File: config.mk
export PLATFORM = sky130hd
export DESIGN_NAME = ram8_bank
export DESIGN_NICKNAME = d
export VERILOG_FILES = /design/src/rtl/ram8_bank.sv
export SDC_FILE = /design/constraint.sdc
export NUM_CORES = 1
export LEC_CHECK = 0
export ABC_AREA = 1
export CAP_MARGIN = 40
export CORE_ASPECT_RATIO = 0.75
export CORE_MARGIN = 4
export CORE_UTILIZATION = 59
export DETAILED_ROUTE_END_ITERATION = 16
export PLACE_DENSITY = 0.82
export RECOVER_POWER = 100
export SYNTH_ARGS = -nofsm -noshare
export SYNTH_HDL_FRONTEND = slang
export SYNTH_SLANG_ARGS = --single-unit
File: constraint.sdc
create_clock -name clk -period 1.59 [get_ports clk]
set_clock_uncertainty 0.15 [all_clocks]
set_input_delay 0.2385 -clock clk [delete_from_list [all_inputs] [get_ports clk]]
set_output_delay 0.2385 -clock clk [all_outputs]
set_load 0.005 [all_outputs]
File: src/rtl/ram8_bank.sv
// Eight-word x WIDTH-bit RAM. Each storage bit is a reset-able DFF fed by a
// 2:1 select (held value vs. write data); reads are purely combinational.

module ram8_bit (
    input  logic clk,
    input  logic reset,
    input  logic d,
    input  logic load,
    output logic q
);
    logic nxt;

    // Select-then-DFF cell: matches the existing gate library mapping.
    assign nxt = load ? d : q;

    always_ff @(posedge clk) begin
        if (reset) q <= 1'b0;
        else       q <= nxt;
    end
endmodule

module ram8_bank #(
    parameter int WIDTH = 16
) (
    input  logic             clk,
    input  logic             reset,
    input  logic [WIDTH-1:0] in,
    input  logic             load,
    input  logic [2:0]       address,
    output logic [WIDTH-1:0] out
);
    logic [7:0]            word_load;
    logic [7:0][WIDTH-1:0] word_q;

    // One-hot load demux: at most one word sees load per cycle.
    always_comb begin
        word_load          = '0;
        word_load[address] = load;
    end

    for (genvar w = 0; w < 8; w++) begin : g_word
        for (genvar b = 0; b < WIDTH; b++) begin : g_bit
            ram8_bit u_bit (
                .clk  (clk),
                .reset(reset),
                .d    (in[b]),
                .load (word_load[w]),
                .q    (word_q[w][b])
            );
        end
    end

    // No write-through: out shows the stored word until the write edge.
    assign out = word_q[address];
endmodule

==> reports/metrics.csv <==
stage,metric,value,unit
worst_setup_path,Worst Reg-to-Reg Cells,3,
final_layout,Top Registers,g_word.g_bit.u_bit.q (128),
synth,"area leader, netlist",dfxtp_1,
worst_setup_path,CP Cell Sequence,"dlygate4sd3_1, inv_1, nor2_1, buf_4, nand2_1, clkbuf_2, o21ai_0, nor2_1",
final_layout,"Net count, final",1062,
global_routing,initial antenna violation count,0,
sta,Final setup viols,35,
final_layout,max FFs per register,128,
worst_setup_path,WP data required,1.72,ns
synth,ys flop type,dfxtp_1,
floorplan,Ports,38,
floorplan,CORE AREA,9740,sq um
synth,Netlist Area Pre-Place,5930,sq um
final_layout,layout cell share with drive strength beyond 1,0.278,
final_layout,Final Util,0.811,
worst_setup_path,crit-path max cell delay,0.58,ns
route,WL/cell,16.6,microns
placed_design,routability cong.,0.904,
sta,Worst Max-Slew Pin Slew,0.464,ns
placed_design,Post-DP HPWL,11.6,mm
clock_tree,TritonCTS clock tree,built,
synth,share of Yosys cell area claimed by the top area cell type,0.432,
global_routing,first-pass GRT wire length,29.9,mm
worst_setup_path,CP top delay family,buffers and inverters,
synth,post-synth cell types,17,
global_routing,pin count of the biggest net entering global routing,66,
final_layout,Post-Layout Cell Count,1185,
sta,Fmax,570,MHz
floorplan,initial core utilization,0.609,
worst_setup_path,CP Class,input port to register,
global_routing,vias in the first global route,6045,
synth,Synth Instances,956,
sta,headroom to the max-slew limit,0.690,
synth,YS warnings,0,
floorplan,row count,31,
power,Worst VDD drop,908,uV
synth,Syn Area/Cell,6.20,sq um
placed_design,dpl cells,1138,
synth,largest family of logic cells by synthesized area,simple AND/OR/NAND/NOR gates,
synth,Synth Area in Simple Gates,0.369,
sta,Setup WS post-layout,-0.164,ns
power,Pleak,0.00358,uW
worst_setup_path,crit path launch type,input port,
clock_tree,CTS Sinks,128,
placed_design,port bufs,37,
power,Cell Pwr Density,1060,nW/um^2
sta,RSZ-0062 raised after global routing,yes,
synth,XOR/XNOR Fraction of Synth Area,0,
status,failing checks,setup timing,
worst_setup_path,Arrival @ worst endpoint,1.88,ns
final_layout,fin area,7900,sq um
worst_setup_path,R2R Setup Slk,0.68,ns
worst_setup_path,reg2reg end,g_word[6].g_bit[3].u_bit.q,
final_layout,largest register by flop count,g_word.g_bit.u_bit.q,
sta,fin crit period,1.75,ns
clock_tree,Post-CTS Hold Fix Bufs,0,
sta,Tcrit/Tclk final,1.10,
synth,Post-Synth Adder-Cell Area,0,
synth,"FF+latch count, synth",128,
route,via/cell ratio,5.63,
worst_setup_path,peak fanout along the critical path,8,
floorplan,Vert. Die Dim,94.8,microns
placed_design,Place WS,-0.772,ns
synth,Synth top cells by count,"nand2_1 (284), nor2_1 (226), dfxtp_1 (128)",
placed_design,Post-DP Area,6910,sq um
clock_tree,clock buffer depth,2,
final_layout,Area Overhead vs Synth,33.1,%
worst_setup_path,most frequent CP cell,nor2_1,
clock_tree,cts bufs inserted,17,
worst_setup_path,R2R Path Start,g_word[6].g_bit[3].u_bit.q,
sta,Fin. Hold Viols,0,
clock_tree,H-tree levels,4,
status,status,"complete, but fails checks",
synth,number of flops mapped to enable cells by yosys,0,
synth,mux cell area share after synthesis,0,
worst_hold_path,hold-critical path depth,6,
synth,Async SR Flop Fraction,0,
global_routing,grt total ovfl,0,
worst_hold_path,min-delay worst type,input port to register,
clock_tree,clock latency on the worst-skew pair,0.41,ns
final_layout,ANT cells,0,
clock_tree,Worst-path clk slew,0.06,ns
sta,TNS Setup,-1.04,ns
route,"antenna viol nets, final",0,
route,DR pass1 iterations,6,
synth,syn_nets,978,
route,DRC viols,0,
synth,cell with the most instances after synthesis,nand2_1,
synth,Synth Area in Compound Gates,0.108,
run,max-cap violations,0,
worst_hold_path,hold endpoint,g_word[1].g_bit[2].u_bit.q,
synth,"Seq/Total Area, Yosys",0.432,
worst_setup_path,crit path capture type,register,
floorplan,Die ar.,11700,sq um
route,final WL,19.7,mm
floorplan,Die X,124,microns
global_routing,Total GRT Usage,0.330,
sta,fin. max-slew vios,0,
route,DR vias,6672,
route,DR iter-0 viols,793,
worst_setup_path,CP max stage cell,dlygate4sd3_1,
worst_hold_path,Hold Startpoint,address[2],
synth,Area contributors post-synth,"dfxtp_1 (43%), nand2_1 (18%), nor2_1 (14%)",
clock_tree,Clock Root Buffer,clkbuf_16,
worst_setup_path,Bufs and invs on worst path,4,
==> worst reg2reg max path: stages, from the launching register on <==
cell and delay (ns):
dfxtp_2 0.32, buf_4 0.13, nor2_1 0.13, nor2_1 0.07
==> metrics by stage <==
step,power (uW),hold WS [ns]
floorplan,3890,0.223
global placement,4300,0.297
detailed placement,4310,0.302
CTS,8250,0.307
global route,8570,0.313
finish,8350,0.308
==> cell families after synthesis <==
family / Yosys count
flip-flops: 128
AO/OA/AOI/OAI: 128
buffers and inverters: 139
AND/OR/NAND/NOR: 561
==> layout by cell type (no fill, tap or decap) <==
cell type,instances
nand2_1,257
nor2_1,227
o21ai_0,111
dfxtp_2,91
inv_1,68
buf_4,42
dfxtp_1,37
nand2_2,28
nand3_2,24
nand3_1,22
inv_2,19
clkbuf_16,17
clkdlybuf4s50_1,17
a21oi_1,16
buf_2,16
buf_12,16
clkbuf_2,11
clkinv_2,7
buf_6,6
bufinv_16,3
nor2_4,2
clkbuf_1,2
clkinvlp_4,2
clkbuf_8,2
buf_8,2
clkbuf_4,2
clkinv_8,1
clkinv_1,1
o21ai_1,1
nand2_4,1
buf_16,1
dlygate4sd3_1,1
==> power by group <==
part | switching (uW) | total, uW | leakage [uW] | internal, uW
clock network | 1440 | 3960 | 0.000295 | 2520
registers | 57.6 | 3390 | 0.00108 | 3330
logic | 604 | 998 | 0.00220 | 395
==> layout make-up <==
| class | instances | area, sq um |
|---|---|---|
| Tap cell | 132 | 165 |
| Sequential cell | 128 | 2680 |
| Timing Repair Buffer | 115 | 1090 |
| Inverter | 89 | 347 |
| Clock buffer | 20 | 457 |
| Clock inverter | 12 | 140 |
| Fill cell | 674 | 1840 |
| Multi-Input combinational cell | 689 | 3020 |
==> timing repair <==
| action | 4_1_cts | 5_1_grt |
|---|---|---|
| cloned | 1 | 0 |
| buffers inserted | 9 | 6 |
| pin swaps | 38 | 54 |
| gates resized for setup | 174 | 74 |
| setup endpoints to repair | 20 | 16 |
| endpoints found under the hold margin | 0 | 0 |
==> per-layer routing <==
layer,track usage,vias up,routed length [microns]
met3,0.0689,85,2070
li1,-,3105,-
met4,0.157,0,816
met1,0.426,3045,7830
met5,0,-,0
met2,0.527,437,9000
==> how the worst max path moves through the flow <==
stage / depth (start not counted) / end / startpoint / slack (ns)
2_1_floorplan: 7 / out[0] / address[0] / 0.15
3_3_place_gp: 9 / out[2] / address[1] / -0.75
3_5_place_dp: 9 / out[12] / address[1] / -0.77
4_1_cts: 7 / out[3] / g_word[2].g_bit[3].u_bit.q / -0.03
5_1_grt: 8 / g_word[2].g_bit[1].u_bit.q / load / -0.19
6_report: 8 / g_word[2].g_bit[1].u_bit.q / load / -0.16
No activity file was read; power rests on OpenSTA's default activity.
